## config.mk

```make
export PLATFORM = sky130hd
export DESIGN_NAME = mem_stage_access_flat
export DESIGN_NICKNAME = d
export VERILOG_FILES = /design/src/rtl/mem_stage_access_pkg.sv /design/src/rtl/mem_stage_access_if.sv /design/src/rtl/mem_stage_access_align.sv /design/src/rtl/mem_stage_access.sv /design/src/flat_wrapper.sv
export SDC_FILE = /design/constraint.sdc
export NUM_CORES = 1
export LEC_CHECK = 0
export ABC_AREA = 1
export ABC_CLOCK_PERIOD_IN_PS = 1800
export CORE_MARGIN = 5
export CORE_UTILIZATION = 39
export DETAILED_ROUTE_END_ITERATION = 10
export GPL_TIMING_DRIVEN = 0
export PLACE_DENSITY = 0.91
export SYNTH_ARGS = -nofsm -noshare
export SYNTH_HDL_FRONTEND = slang
export SYNTH_SLANG_ARGS = --single-unit
```

## constraint.sdc

```tcl
create_clock -name clk -period 1.8 [get_ports clk]
set_input_delay 0.45 -clock clk [delete_from_list [all_inputs] [get_ports clk]]
set_output_delay 0.45 -clock clk [all_outputs]
set_load 0.005 [all_outputs]
```

## src/rtl/mem_stage_access_pkg.sv

```systemverilog
`default_nettype none
// ---------------------------------------------------------------------------
// mem_stage_pkg : shared encodings for the memory-stage access unit
// Rev 1.0
// ---------------------------------------------------------------------------
package mem_stage_pkg;

   // MemCtrl carries funct3 of the load/store instruction
   localparam logic [2:0] MC_B  = 3'b000;
   localparam logic [2:0] MC_H  = 3'b001;
   localparam logic [2:0] MC_W  = 3'b010;
   localparam logic [2:0] MC_BU = 3'b100;
   localparam logic [2:0] MC_HU = 3'b101;

   localparam logic [1:0] RS_ALU = 2'b00;
   localparam logic [1:0] RS_MEM = 2'b01;
   localparam logic [1:0] RS_PC4 = 2'b10;

   typedef enum logic [0:0] {
      ST_IDLE = 1'b0,
      ST_WAIT = 1'b1
   } state_t;

endpackage
`default_nettype wire

```

## src/rtl/mem_stage_access_if.sv

```systemverilog
`default_nettype none
// ---------------------------------------------------------------------------
// mem_stage_access_if : data-cache request/response channel
// Rev 1.0
// ---------------------------------------------------------------------------
interface mem_stage_access_if #(
   parameter int DATA_WIDTH = 32
);
   logic                  dc_req_valid;
   logic                  dc_req_ready;
   logic                  dc_req_we;
   logic [DATA_WIDTH-1:0] dc_req_addr;
   logic [DATA_WIDTH-1:0] dc_req_wdata;
   logic [3:0]            dc_req_be;
   logic                  dc_resp_valid;
   logic [DATA_WIDTH-1:0] dc_resp_rdata;

   modport master (
      output dc_req_valid, dc_req_we, dc_req_addr, dc_req_wdata, dc_req_be,
      input  dc_req_ready, dc_resp_valid, dc_resp_rdata
   );

   modport slave (
      input  dc_req_valid, dc_req_we, dc_req_addr, dc_req_wdata, dc_req_be,
      output dc_req_ready, dc_resp_valid, dc_resp_rdata
   );
endinterface
`default_nettype wire

```

## src/rtl/mem_stage_access_align.sv

```systemverilog
`default_nettype none
// ---------------------------------------------------------------------------
// mem_align : store lane steering, load extract/extension, access fault check
// Rev 1.0
// ---------------------------------------------------------------------------
module mem_align
   import mem_stage_pkg::*;
#(
   parameter int DATA_WIDTH     = 32,
   parameter int MEM_CTRL_WIDTH = 3
) (
   input  logic [1:0]                addr_lo,
   input  logic [MEM_CTRL_WIDTH-1:0] mem_ctrl,
   input  logic                      is_store,
   input  logic [DATA_WIDTH-1:0]     store_data,
   input  logic [DATA_WIDTH-1:0]     load_word,
   output logic [DATA_WIDTH-1:0]     lane_wdata,
   output logic [3:0]                lane_be,
   output logic [DATA_WIDTH-1:0]     load_data,
   output logic                      fault
);

   logic [DATA_WIDTH-1:0] shifted;

   always_comb begin
      shifted    = load_word >> {addr_lo, 3'b000};
      lane_wdata = store_data;
      lane_be    = 4'b1111;
      load_data  = load_word;
      fault      = 1'b0;
      case (mem_ctrl)
         MC_B: begin
            lane_wdata = {(DATA_WIDTH/8){store_data[7:0]}};
            lane_be    = 4'b0001 << addr_lo;
            load_data  = {{(DATA_WIDTH-8){shifted[7]}}, shifted[7:0]};
         end
         MC_H: begin
            lane_wdata = {(DATA_WIDTH/16){store_data[15:0]}};
            lane_be    = 4'b0011 << addr_lo;
            load_data  = {{(DATA_WIDTH-16){shifted[15]}}, shifted[15:0]};
            fault      = addr_lo[0];
         end
         MC_W: begin
            fault = (addr_lo != 2'b00);
         end
         // Unsigned forms exist only for loads
         MC_BU: begin
            lane_be   = 4'b0001 << addr_lo;
            load_data = {{(DATA_WIDTH-8){1'b0}}, shifted[7:0]};
            fault     = is_store;
         end
         MC_HU: begin
            lane_be   = 4'b0011 << addr_lo;
            load_data = {{(DATA_WIDTH-16){1'b0}}, shifted[15:0]};
            fault     = is_store | addr_lo[0];
         end
         default: begin
            fault = 1'b1;
         end
      endcase
   end

endmodule
`default_nettype wire

```

## src/rtl/mem_stage_access.sv

```systemverilog
`default_nettype none
// ---------------------------------------------------------------------------
// mem_stage_access : load/store sequencing against the data cache, pipeline
//                    stall generation and registered writeback bundle
// Rev 1.0
// ---------------------------------------------------------------------------
module mem_stage_access
   import mem_stage_pkg::*;
#(
   parameter int DATA_WIDTH      = 32,
   parameter int READ_DATA_WIDTH = 5,
   parameter int SRC_WIDTH       = 2,
   parameter int MEM_CTRL_WIDTH  = 3
) (
   input  logic                       clk,
   input  logic                       rst_n,
   input  logic                       valid_m,
   input  logic [DATA_WIDTH-1:0]      PCPlus4_m,
   input  logic [DATA_WIDTH-1:0]      ALUResult_m,
   input  logic [DATA_WIDTH-1:0]      WriteData_m,
   input  logic [READ_DATA_WIDTH-1:0] Rd_m,
   input  logic                       RegWrite_m,
   input  logic [SRC_WIDTH-1:0]       ResultSrc_m,
   input  logic                       MemWrite_m,
   input  logic [MEM_CTRL_WIDTH-1:0]  MemCtrl_m,
   output logic                       mem_stall,
   mem_stage_access_if.master         dc,
   output logic                       valid_w,
   output logic [DATA_WIDTH-1:0]      PCPlus4_w,
   output logic [DATA_WIDTH-1:0]      ALUResult_w,
   output logic [DATA_WIDTH-1:0]      ReadData_w,
   output logic [READ_DATA_WIDTH-1:0] Rd_w,
   output logic                       RegWrite_w,
   output logic [SRC_WIDTH-1:0]       ResultSrc_w,
   output logic                       fault_w
);

   state_t                     state_q, state_d;
   logic                       valid_w_q, valid_w_d;
   logic [DATA_WIDTH-1:0]      pc4_q, pc4_d;
   logic [DATA_WIDTH-1:0]      alu_q, alu_d;
   logic [DATA_WIDTH-1:0]      rdata_q, rdata_d;
   logic [READ_DATA_WIDTH-1:0] rd_q, rd_d;
   logic                       regwrite_q, regwrite_d;
   logic [SRC_WIDTH-1:0]       src_q, src_d;
   logic                       fault_q, fault_d;

   logic                  is_load, is_store, mem_op, align_fault, op_fault, need_req;
   logic                  complete, capture_load;
   logic [DATA_WIDTH-1:0] lane_wdata, load_data;
   logic [3:0]            lane_be;

   assign is_load  = valid_m && (ResultSrc_m == SRC_WIDTH'(RS_MEM));
   assign is_store = valid_m && MemWrite_m;
   assign mem_op   = is_load || is_store;
   assign op_fault = mem_op && align_fault;
   assign need_req = mem_op && !align_fault;

   mem_align #(
      .DATA_WIDTH     (DATA_WIDTH),
      .MEM_CTRL_WIDTH (MEM_CTRL_WIDTH)
   ) u_align (
      .addr_lo    (ALUResult_m[1:0]),
      .mem_ctrl   (MemCtrl_m),
      .is_store   (is_store),
      .store_data (WriteData_m),
      .load_word  (dc.dc_resp_rdata),
      .lane_wdata (lane_wdata),
      .lane_be    (lane_be),
      .load_data  (load_data),
      .fault      (align_fault)
   );

   always_comb begin
      state_d      = state_q;
      complete     = 1'b0;
      capture_load = 1'b0;
      case (state_q)
         ST_IDLE: begin
            if (!need_req) begin
               complete = 1'b1;
            end else if (dc.dc_req_ready) begin
               if (is_store) complete = 1'b1;
               else          state_d  = ST_WAIT;
            end
         end
         ST_WAIT: begin
            if (dc.dc_resp_valid) begin
               complete     = 1'b1;
               capture_load = 1'b1;
               state_d      = ST_IDLE;
            end
         end
         default: state_d = ST_IDLE;
      endcase
   end

   assign mem_stall       = !complete;
   assign dc.dc_req_valid = (state_q == ST_IDLE) && need_req;
   assign dc.dc_req_we    = is_store;
   assign dc.dc_req_addr  = {ALUResult_m[DATA_WIDTH-1:2], 2'b00};
   assign dc.dc_req_wdata = lane_wdata;
   assign dc.dc_req_be    = lane_be;

   // Stall cycles emit a bubble; payload fields keep their last value
   always_comb begin
      valid_w_d  = complete && valid_m;
      pc4_d      = pc4_q;
      alu_d      = alu_q;
      rdata_d    = rdata_q;
      rd_d       = rd_q;
      regwrite_d = regwrite_q;
      src_d      = src_q;
      fault_d    = fault_q;
      if (complete) begin
         pc4_d      = PCPlus4_m;
         alu_d      = ALUResult_m;
         rdata_d    = capture_load ? load_data : '0;
         rd_d       = Rd_m;
         regwrite_d = RegWrite_m && !op_fault;
         src_d      = ResultSrc_m;
         fault_d    = op_fault;
      end
   end

   always_ff @(posedge clk or negedge rst_n) begin
      if (!rst_n) begin
         state_q    <= ST_IDLE;
         valid_w_q  <= 1'b0;
         pc4_q      <= '0;
         alu_q      <= '0;
         rdata_q    <= '0;
         rd_q       <= '0;
         regwrite_q <= 1'b0;
         src_q      <= '0;
         fault_q    <= 1'b0;
      end else begin
         state_q    <= state_d;
         valid_w_q  <= valid_w_d;
         pc4_q      <= pc4_d;
         alu_q      <= alu_d;
         rdata_q    <= rdata_d;
         rd_q       <= rd_d;
         regwrite_q <= regwrite_d;
         src_q      <= src_d;
         fault_q    <= fault_d;
      end
   end

   assign valid_w     = valid_w_q;
   assign PCPlus4_w   = pc4_q;
   assign ALUResult_w = alu_q;
   assign ReadData_w  = rdata_q;
   assign Rd_w        = rd_q;
   assign RegWrite_w  = regwrite_q;
   assign ResultSrc_w = src_q;
   assign fault_w     = fault_q;

endmodule
`default_nettype wire
```

## src/flat_wrapper.sv

```systemverilog
// flat-port wrapper written by rule: the top's interface ports become plain ports
module mem_stage_access_flat import mem_stage_pkg::*;
#(
   parameter int DATA_WIDTH      = 32,
   parameter int READ_DATA_WIDTH = 5,
   parameter int SRC_WIDTH       = 2,
   parameter int MEM_CTRL_WIDTH  = 3
)
  (clk, rst_n, valid_m, PCPlus4_m, ALUResult_m, WriteData_m, Rd_m, RegWrite_m, ResultSrc_m, MemWrite_m, MemCtrl_m, mem_stall, valid_w, PCPlus4_w, ALUResult_w, ReadData_w, Rd_w, RegWrite_w, ResultSrc_w, fault_w, dc_dc_req_valid, dc_dc_req_we, dc_dc_req_addr, dc_dc_req_wdata, dc_dc_req_be, dc_dc_req_ready, dc_dc_resp_valid, dc_dc_resp_rdata);
  mem_stage_access_if #(.DATA_WIDTH(DATA_WIDTH)) dc_i ();
  input  logic clk;
  input  logic rst_n;
  input  logic valid_m;
  input  logic [DATA_WIDTH-1:0] PCPlus4_m;
  input  logic [DATA_WIDTH-1:0] ALUResult_m;
  input  logic [DATA_WIDTH-1:0] WriteData_m;
  input  logic [READ_DATA_WIDTH-1:0] Rd_m;
  input  logic RegWrite_m;
  input  logic [SRC_WIDTH-1:0] ResultSrc_m;
  input  logic MemWrite_m;
  input  logic [MEM_CTRL_WIDTH-1:0] MemCtrl_m;
  output logic mem_stall;
  output logic valid_w;
  output logic [DATA_WIDTH-1:0] PCPlus4_w;
  output logic [DATA_WIDTH-1:0] ALUResult_w;
  output logic [DATA_WIDTH-1:0] ReadData_w;
  output logic [READ_DATA_WIDTH-1:0] Rd_w;
  output logic RegWrite_w;
  output logic [SRC_WIDTH-1:0] ResultSrc_w;
  output logic fault_w;
  output wire logic [$bits(dc_i.dc_req_valid)-1:0] dc_dc_req_valid;
  output wire logic [$bits(dc_i.dc_req_we)-1:0] dc_dc_req_we;
  output wire logic [$bits(dc_i.dc_req_addr)-1:0] dc_dc_req_addr;
  output wire logic [$bits(dc_i.dc_req_wdata)-1:0] dc_dc_req_wdata;
  output wire logic [$bits(dc_i.dc_req_be)-1:0] dc_dc_req_be;
  input wire logic [$bits(dc_i.dc_req_ready)-1:0] dc_dc_req_ready;
  input wire logic [$bits(dc_i.dc_resp_valid)-1:0] dc_dc_resp_valid;
  input wire logic [$bits(dc_i.dc_resp_rdata)-1:0] dc_dc_resp_rdata;
  assign dc_dc_req_valid = dc_i.dc_req_valid;
  assign dc_dc_req_we = dc_i.dc_req_we;
  assign dc_dc_req_addr = dc_i.dc_req_addr;
  assign dc_dc_req_wdata = dc_i.dc_req_wdata;
  assign dc_dc_req_be = dc_i.dc_req_be;
  assign dc_i.dc_req_ready = dc_dc_req_ready;
  assign dc_i.dc_resp_valid = dc_dc_resp_valid;
  assign dc_i.dc_resp_rdata = dc_dc_resp_rdata;
  mem_stage_access #(.DATA_WIDTH(DATA_WIDTH), .READ_DATA_WIDTH(READ_DATA_WIDTH), .SRC_WIDTH(SRC_WIDTH), .MEM_CTRL_WIDTH(MEM_CTRL_WIDTH)) u_core (.clk(clk), .rst_n(rst_n), .valid_m(valid_m), .PCPlus4_m(PCPlus4_m), .ALUResult_m(ALUResult_m), .WriteData_m(WriteData_m), .Rd_m(Rd_m), .RegWrite_m(RegWrite_m), .ResultSrc_m(ResultSrc_m), .MemWrite_m(MemWrite_m), .MemCtrl_m(MemCtrl_m), .mem_stall(mem_stall), .dc(dc_i), .valid_w(valid_w), .PCPlus4_w(PCPlus4_w), .ALUResult_w(ALUResult_w), .ReadData_w(ReadData_w), .Rd_w(Rd_w), .RegWrite_w(RegWrite_w), .ResultSrc_w(ResultSrc_w), .fault_w(fault_w));
endmodule
```

==> results of run 1 <==
where the power goes:
part / switching [uW] / internal (uW) / total, uW
clock network: 951 / 994 / 1950
logic: 776 / 1040 / 1820
registers: 102 / 2580 / 2680
total: 1830 / 4620 / 6440
per-layer routing:
metal	track usage [%]	vias to the layer above	wire, um
li1	-	3092	-
met1	29.1	3130	8150
met2	48.1	368	12000
met3	5.81	68	2190
met4	11.1	0	958
met5	0	-	0
metrics by stage:
stage	total power [uW]	setup WS, ns	cells
after global placement	4380	-3.81	1249
final	6450	-0.0943	1303
after detailed placement	4430	-1.20	1250
after global routing	6740	-0.119	1303
after floorplan	3290	0.0292	749
after CTS	6440	-0.102	1297
kinds of logic after synthesis:
| logic type | Yosys count | synth area share (%) |
|---|---|---|
| DFF | 107 | 47.2 |
| AOI/OAI and AO/OA | 53 | 5.45 |
| muxes | 8 | 1.59 |
| other | 1 | 0.0661 |
| buffers and inverters | 110 | 11.3 |
| and+or+nand+nor | 469 | 34.4 |
final cells by class:
type / count / area (um^2) / share of cell area [%]
buffer: 84 / 642 / 6.45
clock buffer: 10 / 239 / 2.40
clock inverter: 6 / 48.8 / 0.490
inverter: 24 / 100 / 1.01
multi-input combinational: 532 / 2580 / 25.9
sequential: 107 / 2680 / 26.9
tap: 184 / 230 / 2.31
timing repair buffer: 356 / 3430 / 34.5
worst max-delay path: stages:
cell    delay, ns
buf_12       0.11
buf_8        0.12
nor2_4       0.11
buf_12       0.13
buf_4        0.11
mux2_4       0.29
buf_6        0.12
flip-flops by register name (all words and copies together), names as in the netlist:
signal	cells
u_core.ALUResult_w	32
u_core.PCPlus4_w	32
u_core.ReadData_w	32
u_core.Rd_w	5
u_core.ResultSrc_w	2
u_core.RegWrite_w	1
u_core.fault_w	1
u_core.state_q	1
u_core.valid_w	1
cells in the final DEF, fill, tap and decap left out, types with 9 or more instances in the layout:
master and count:
clkbuf_16 9, buf_4 68, o211ai_1 15, o21ai_1 13, nor2_1 45, buf_6 32, dlygate4sd2_1 34, o21ai_0 11
inv_1 19, dfrtp_1 107, nand2_4 10, buf_2 34, nand3_1 113, clkdlybuf4s50_1 235, nand2_1 285
worst min path at each step:
stage                                       from                     end  slack, ns  cells after the start
after global routing                       rst_n    u_core.PCPlus4_w[13]       0.09                      1
after CTS                                  rst_n    u_core.PCPlus4_w[13]       0.08                      1
final                                      rst_n    u_core.PCPlus4_w[13]       0.06                      1
after floorplan                            rst_n   u_core.ALUResult_w[0]       0.15                      0
after detailed placement                   rst_n    u_core.PCPlus4_w[13]       0.45                      1
after global placement    u_core.ALUResult_w[21]  u_core.ALUResult_w[21]       0.45                      2
timing repair:
action | 4_1_cts | 5_1_grt
buffers inserted | 30 | 9
setup endpoints to repair | 173 | 49
gates resized for setup | 276 | 62
gates cloned | 2 | 0
pin swaps | 15 | 11
==> results.sh, run 1 <==
export IMPL_worstReg2RegStart="u_core.state_q"
export IMPL_h_tree_depth=3
export IMPL_clk_pin_slew_ns=0.08
export IMPL_io_pins=322
export IMPL_num_rows=44
export IMPL_grt_overflow_total=0
export IMPL_design_area_um2=9950
export IMPL_syn_to_final_growth_pct=75.4
export IMPL_utilization_pct=69.0
export IMPL_slew_headroom_pct=66.3
export IMPL_drc=0
export IMPL_setup_viol=11
export IMPL_grt_max_degree=72
export IMPL_numPortBuffers=316
export IMPL_netlist_area_um2=5670
export IMPL_cts_buffers=9
export IMPL_grt_usage_pct=26.2
export IMPL_synthTopCellsByCount="nand2_1, nand3_1, dfrtp_1"
export IMPL_hold_buffers=0
export IMPL_ctsLongestPathBuffers=2
export IMPL_start_util_pct=39.3
export IMPL_finalHoldViolCount=0
export IMPL_reg2reg_depth=5
export IMPL_rsz0062_at_grt="true"
export IMPL_wirelength_um=23300
export IMPL_core_area_um2=14400
export IMPL_vias=6658
export IMPL_r2r_setup_slack_ns=0.09
export IMPL_cp_data_arrival_time_ns=1.44
export IMPL_clk_latency_ns=0.35
export IMPL_crit_required_ns=1.35
export IMPL_worst_path_max_fanout=7
export IMPL_gp_congestion=0.929
export IMPL_die_h_um=131
export IMPL_startpoint="MemCtrl_m[2]"
export IMPL_insertedDiodeCount=0
export IMPL_cts_tree="built"
export IMPL_synth_cells=748
export IMPL_antenna_left=0
export IMPL_hp_class="in2async"
export IMPL_power_leakage_uw=0.00496
export IMPL_fin_ws_ns=-0.0943
export IMPL_fin_tns_setup_ns=-0.687
export IMPL_yosys_area_top_type="dfrtp_1"
export IMPL_fin_worst_skew_ns=0.00820
export IMPL_seq_area_frac_synth_pct=47.2
export IMPL_power_density_nw_per_um2=648
export IMPL_synth_top_area_share_pct=47.2
export IMPL_ys_seq_elements=107
export IMPL_antenna_found_initial=0
export IMPL_avgSynthCellArea_um2=7.58
export IMPL_fmax_mhz=528
export IMPL_synthFlopType="dfrtp_1"
export IMPL_async_flop_share_pct=100
export IMPL_synth_most_common_cell="nand2_1"
export IMPL_fillCellCount=1114
export IMPL_dieArea_um2=17100
export IMPL_grt_pass1_wl_um=34500
export IMPL_grt_pass1_vias=6688
export IMPL_fp_dieW_um=131
export IMPL_crit_path_start_kind="input port"
export IMPL_fin_hold_ws_ns=0.0631
export IMPL_r2r_end="u_core.state_q"
export IMPL_fin_crit_sh_pct=105
export IMPL_root_buffer="clkbuf_16"
export IMPL_tightest_slew_ns=0.506
export IMPL_crit_type="in2out"
export IMPL_ys_top_cells_by_area="dfrtp_1, nand2_1, nand3_1, buf_4, nor2_1"
export IMPL_ys_warnings_count=0
export IMPL_avgRoutedWirePerCell_um=17.9
export IMPL_outcome="finished, violations left"
export IMPL_violations="negative setup slack"
export IMPL_dr_pass1_iters=5
export IMPL_synth_distinct_cells=24
export IMPL_ir_drop_uv=426
export IMPL_synth_edff_count=0
export IMPL_drt_initial_drc_count=493
export IMPL_drive_gt1_share_pct=19.4
export IMPL_period_minus_slack_ns=1.89
export IMPL_maxCapViolCount=0
export IMPL_dp_hpwl_um=18100
export IMPL_place_area_um2=9090
export IMPL_nNetsFinal=1259
export IMPL_crit_path_end="dc_dc_req_wdata[23]"
export IMPL_via_per_inst=5.11
export IMPL_crit_path_end_kind="output pin"
export IMPL_slew_viol_final=0
export IMPL_clock_sinks=107
No activity file was read; power rests on OpenSTA's default activity.
==> inputs of run 2 (changes only) <==
Settings changed: CAP_MARGIN set to 20, PLACE_DENSITY 0.91 to 0.82.
==> run 2 against run 1 <==
The flow still finishes with violations (negative setup slack). Combinational power hardly changed. Non-clock buffer count up 2. Via count is 1.4% lower. Sequential cell count unchanged. Global-route usage down 0.91 points. Clock-buffer cell count fell by 1. First-iteration DRC count down 6.7%. Critical path type unchanged. Largest power group unchanged.
==> results.sh, run 2 (same netlist as run 1, synthesis figures left out) <==
export IMPL_outcome="finished, violations left"
export IMPL_violations="negative setup slack"
export IMPL_power_leakage_uw=0.00496
export IMPL_setup_viol=15
export IMPL_hold_buffers=0
export IMPL_syn_to_final_growth_pct=75.1
export IMPL_fillCellCount=1174
export IMPL_r2r_setup_slack_ns=0.11
export IMPL_crit_type="in2out"
export IMPL_maxCapViolCount=0
export IMPL_cp_data_arrival_time_ns=1.43
export IMPL_cts_tree="built"
export IMPL_wirelength_um=22700
export IMPL_p_comb_share_pct=28.3
export IMPL_dp_hpwl_um=17700
export IMPL_fin_worst_skew_ns=0.00865
export IMPL_grt_pass1_vias=6730
export IMPL_fin_crit_sh_pct=105
export IMPL_met2_length_um=11800
export IMPL_io_pins=322
export IMPL_grt_pass1_wl_um=33600
export IMPL_crit_path_end_kind="output pin"
export IMPL_dr_pass1_iters=5
export IMPL_fmax_mhz=531
export IMPL_dp_slack_ns=-1.28
export IMPL_clk_pin_slew_ns=0.08
export IMPL_stdcell_count=1305
export IMPL_reg2reg_depth=9
export IMPL_layout_commonest_cell="nand2_1"
export IMPL_layout_common_cells="nand2_1, clkdlybuf4s50_1, nand3_1, dfrtp_1, buf_4"
export IMPL_drt_initial_drc_count=460
export IMPL_dp_cells=1250
export IMPL_ir_drop_uv=632
export IMPL_seqPwrFrac_pct=41.8
export IMPL_clock_sinks=107
export IMPL_root_buffer="clkbuf_16"
export IMPL_drc=0
export IMPL_period_minus_slack_ns=1.88
export IMPL_dieArea_um2=17100
export IMPL_clockPowerShare_pct=30.0
export IMPL_p_int_uw=4590
export IMPL_slew_viol_final=0
export IMPL_grt_overflow_total=0
export IMPL_r2r_end="u_core.PCPlus4_w[10]"
export IMPL_avgRoutedWirePerCell_um=17.4
export IMPL_grt_max_degree=65
export IMPL_insertedDiodeCount=0
export IMPL_highest_layer="met4"
export IMPL_vias=6564
export IMPL_slew_headroom_pct=60.5
export IMPL_gp_congestion=0.885
export IMPL_power_density_nw_per_um2=645
export IMPL_hp_class="in2async"
export IMPL_num_rows=44
export IMPL_worst_path_max_fanout=8
export IMPL_utilization_pct=68.8
export IMPL_worstReg2RegStart="u_core.state_q"
export IMPL_wl_met3_um=1980
export IMPL_fin_tns_setup_ns=-0.809
export IMPL_finalHoldViolCount=0
export IMPL_drive_gt1_share_pct=19.6
export IMPL_m1WireLength_um=8290
export IMPL_numPortBuffers=316
export IMPL_seq_area_um2=2680
export IMPL_core_area_um2=14400
export IMPL_die_h_um=131
export IMPL_fp_dieW_um=131
export IMPL_ctsLongestPathBuffers=2
export IMPL_cts_buffers=9
export IMPL_nNetsFinal=1261
export IMPL_fin_ws_ns=-0.0820
export IMPL_h_tree_depth=3
export IMPL_start_util_pct=39.3
export IMPL_swShare_pct=28.4
export IMPL_p_switching_uw=1820
export IMPL_rsz0062_at_grt="true"
export IMPL_via_per_inst=5.03
export IMPL_antenna_left=0
export IMPL_place_area_um2=9090
export IMPL_grt_usage_pct=25.3
export IMPL_design_area_um2=9930
export IMPL_multiInputGateArea_um2=2560
export IMPL_antenna_found_initial=0
export IMPL_tightest_slew_ns=0.593
export IMPL_clk_latency_ns=0.34
export IMPL_crit_path_start_kind="input port"
export IMPL_crit_required_ns=1.35
## run 2: repair_timing
item	4_1_cts	5_1_grt
buffers inserted	26	14
setup endpoints to repair	173	76
resized for setup	256	70
gates cloned	1	0
pin swaps	17	11
## run 2: metal layers
layer | up-vias | GRT usage, %
met5 | - | 0
met4 | 0 | 8.29
met3 | 39 | 6.26
met2 | 290 | 47.8
met1 | 3146 | 27.5
li1 | 3089 | -
## run 2: power by group through the flow
| stage | logic [uW] | registers [uW] | clock network [uW] |
|---|---|---|---|
| 4_1_cts | 1760 | 2680 | 1960 |
| 6_report | 1810 | 2680 | 1920 |
| 3_5_place_dp | 1710 | 2720 | 0 |
| 5_1_grt | 1970 | 2700 | 2060 |
| 2_1_floorplan | 555 | 2730 | 0 |
| 3_3_place_gp | 1670 | 2720 | 0 |
## run 2: stage by stage
stage	total power [uW]	hold WS (ns)
after floorplan	3290	0.154
after global placement	4390	0.452
after detailed placement	4430	0.457
after CTS	6390	0.122
after global routing	6720	0.146
final	6410	0.102
## run 2: worst max-delay path by stage
stage	startpoint	endpoint	slack [ns]	depth (start not counted)
after floorplan	MemCtrl_m[0]	dc_dc_req_wdata[24]	0.03	5
after global placement	rst_n	u_core.ReadData_w[22]	-3.85	1
after detailed placement	MemCtrl_m[2]	dc_dc_req_wdata[8]	-1.28	6
after CTS	MemCtrl_m[2]	dc_dc_req_wdata[22]	-0.11	7
after global routing	MemCtrl_m[1]	dc_dc_req_wdata[27]	-0.13	8
final	MemCtrl_m[2]	dc_dc_req_wdata[19]	-0.08	7
## run 2: critical path: stages
cell	delay [ns]
buf_8	0.11
buf_8	0.11
nor2_4	0.11
buf_12	0.14
buf_6	0.10
mux2_4	0.29
buf_6	0.12
## run 2: final cells by class
cell class | count | area share [%]
buffer | 84 | 6.56
clock buffer | 9 | 2.27
clock inverter | 7 | 0.605
inverter | 24 | 0.983
multi-input combinational | 532 | 25.8
sequential | 107 | 27.0
tap | 184 | 2.32
timing repair buffer | 358 | 34.5
==> inputs of run 3 (changes only) <==
Settings changed: MAX_ROUTING_LAYER set to met4, PLACE_DENSITY 0.82 to 0.81, SYNTH_HIERARCHICAL set to 1.
==> run 3 against run 2 <==
Sequential cell count unchanged. Via count is 5.0% higher. Cell area up 5.0%. The flow still finishes with violations (negative setup slack). Critical path type unchanged.
==> results.sh, run 3 <==
export IMPL_via_per_inst=5.06
export IMPL_setup_viol=31
export IMPL_synth_top_area_share_pct=45.7
export IMPL_synth_xor_area_share_pct=0
export IMPL_grt_pass1_wl_um=37400
export IMPL_crit_path_start_kind="input port"
export IMPL_crit_path_end_kind="output pin"
export IMPL_antenna_found_initial=0
export IMPL_ctsLongestPathBuffers=2
export IMPL_fillCellCount=1169
export IMPL_p_comb_share_pct=30.4
export IMPL_die_h_um=133
export IMPL_async_flop_share_pct=100
export IMPL_dr_pass1_iters=5
export IMPL_dp_cells=1291
export IMPL_slew_viol_final=0
export IMPL_stdcell_count=1362
export IMPL_period_minus_slack_ns=2.07
export IMPL_clockPowerShare_pct=31.1
export IMPL_seq_area_um2=2680
export IMPL_fin_hold_ws_ns=0.180
export IMPL_outcome="finished, violations left"
export IMPL_io_pins=322
export IMPL_antenna_left=0
export IMPL_fp_dieW_um=133
export IMPL_vias=6893
export IMPL_maxCapViolCount=0
export IMPL_synth_fa_ha_area_share_pct=0
export IMPL_fmax_mhz=484
export IMPL_p_switching_uw=1950
export IMPL_crit_required_ns=1.35
export IMPL_synthFlopType="dfrtp_1"
export IMPL_rsz0062_at_grt="true"
export IMPL_insertedDiodeCount=0
export IMPL_fin_ws_ns=-0.266
export IMPL_drc=0
export IMPL_cp_data_arrival_time_ns=1.62
export IMPL_finalHoldViolCount=0
export IMPL_cts_buffers=9
export IMPL_reg2reg_depth=5
export IMPL_core_area_um2=14600
export IMPL_hp_class="in2async"
export IMPL_synth_cells=787
export IMPL_design_area_um2=10400
export IMPL_r2r_end="u_core/ALUResult_w[24]"
export IMPL_slew_headroom_pct=50.1
export IMPL_clock_sinks=107
export IMPL_avgSynthCellArea_um2=7.44
export IMPL_grt_pass1_vias=6840
export IMPL_dp_hpwl_um=18700
export IMPL_seq_area_frac_synth_pct=45.7
export IMPL_grt_overflow_total=0
export IMPL_avgRoutedWirePerCell_um=18.4
export IMPL_nNetsFinal=1318
export IMPL_ys_seq_elements=107
export IMPL_num_rows=44
export IMPL_drive_gt1_share_pct=21.4
export IMPL_power_density_nw_per_um2=681
export IMPL_clk_pin_slew_ns=0.07
export IMPL_synth_edff_count=0
export IMPL_synth_most_common_cell="nand2_1"
export IMPL_swShare_pct=27.5
export IMPL_layout_common_cells="nand2_1, clkdlybuf4s50_1, nand3_1, dfrtp_1, buf_4"
export IMPL_synth_top_family_by_area="simple AND/OR/NAND/NOR gates"
export IMPL_grt_usage_pct=27.7
export IMPL_wirelength_um=25100
export IMPL_place_area_um2=9310
export IMPL_power_leakage_uw=0.00530
export IMPL_dieArea_um2=17600
export IMPL_seqPwrFrac_pct=38.4
export IMPL_violations="negative setup slack"
export IMPL_start_util_pct=40.0
export IMPL_worstReg2RegStart="u_core/state_q"
export IMPL_ys_top_cells_by_area="dfrtp_1, nand2_1, nand3_1, buf_4, inv_1"
export IMPL_h_tree_depth=3
export IMPL_clk_latency_ns=0.34
export IMPL_fin_crit_sh_pct=115
export IMPL_ys_warnings_count=6
export IMPL_tightest_slew_ns=0.749
export IMPL_numPortBuffers=318
export IMPL_ir_drop_uv=509
export IMPL_syn_to_final_growth_pct=78.1
export IMPL_crit_type="in2out"
export IMPL_multiInputGateArea_um2=2590
export IMPL_netlist_area_um2=5850
export IMPL_dp_slack_ns=-1.33
export IMPL_worst_path_max_fanout=2
export IMPL_r2r_setup_slack_ns=0.21
export IMPL_synthMuxAreaShare_pct=0
export IMPL_p_int_uw=5140
export IMPL_gp_congestion=0.912
export IMPL_synth_compound_area_share_pct=4.55
export IMPL_synth_simple_area_share_pct=36.6
export IMPL_synthTopCellsByCount="nand2_1, nand3_1, dfrtp_1"
export IMPL_synth_distinct_cells=27
export IMPL_yosys_area_top_type="dfrtp_1"
export IMPL_cts_tree="built"
export IMPL_grt_max_degree=57
export IMPL_drt_initial_drc_count=459
export IMPL_root_buffer="clkbuf_16"
export IMPL_layout_commonest_cell="nand2_1"
export IMPL_fin_worst_skew_ns=0.00937
run 3: cell count changes after synthesis, moves of 5 or more:
cell      before  now
a21oi_1        6   17
o22ai_1        0    5
nor2_1        48    6
nand4_1        0    7
o21ai_0       29   21
mux2_2         8    0
buf_2         22   14
o211ai_1      15    4
inv_1         22   34
nand2_1      298  366
buf_6          5   11
clkbuf_1      12    6
run 3: routing by layer:
metal,track usage [%],wire (um),vias up
met5,-,0,-
met4,12.0,975,0
met3,5.81,1830,68
met2,49.5,12900,361
met1,29.8,9340,3232
li1,-,-,3232
run 3: critical path: stages:
cell and delay (ns):
buf_6 0.10, buf_6 0.12, nor2_8 0.12, nand3_2 0.06, nand2_1 0.07, o211ai_1 0.08, buf_4 0.16, buf_6 0.12
inv_4 0.05, nand2_2 0.05, nor2_2 0.09, buf_2 0.14
run 3: how the worst max path moves through the flow:
stage,start,end
2_1_floorplan,MemCtrl_m[1],mem_stall
3_3_place_gp,rst_n,u_core/ReadData_w[29]
3_5_place_dp,ALUResult_m[1],mem_stall
4_1_cts,ALUResult_m[0],mem_stall
5_1_grt,ALUResult_m[1],dc_dc_req_valid
6_report,ALUResult_m[1],dc_dc_req_valid
run 3: cell type report:
class                   count  area share, %
flip-flops and latches    107           25.7
multi-input cells         555           24.8
repair buffers            378           35.2
well taps                 184           2.21
inverters                  40           1.94
clock inverters             5          0.792
plain buffers              82           6.89
clock buffers              11           2.42
run 3: logic make-up (layout without fill, tap and decap cells):
kind of cell | after synthesis | in the layout
and+or+nand+nor | 503 | 503
AOI/OAI and AO/OA | 50 | 50
buffers and inverters | 126 | 516
DFF | 107 | 107
other | 1 | 2
run 3: what timing repair did:
item / 4_1_cts / 5_1_grt
pin swaps: 20 / 16
resized for setup: 269 / 59
setup buffers: 42 / 17
endpoints found under the setup margin: 176 / 130
gates cloned: 3 / 1
hold buffers: 0 / 0
run 3: power groups by stage:
stage / Combinational (uW) / Clock (uW) / Sequential, uW
finish: 2160 / 2210 / 2730
global route: 2310 / 2330 / 2750
CTS: 2090 / 2270 / 2720
detailed placement: 1940 / 0 / 2770
global placement: 1900 / 0 / 2760
floorplan: 665 / 0 / 2780
run 3: stage by stage:
stage	setup TNS (ns)	util, %	power [uW]
6_report	-2.03	71.2	7090
2_1_floorplan	-0.0648	-	3450
5_1_grt	-4.15	71.2	7390
3_5_place_dp	-113.62	63.6	4710
4_1_cts	-3.18	69.5	7080
3_3_place_gp	-530.65	63.4	4660
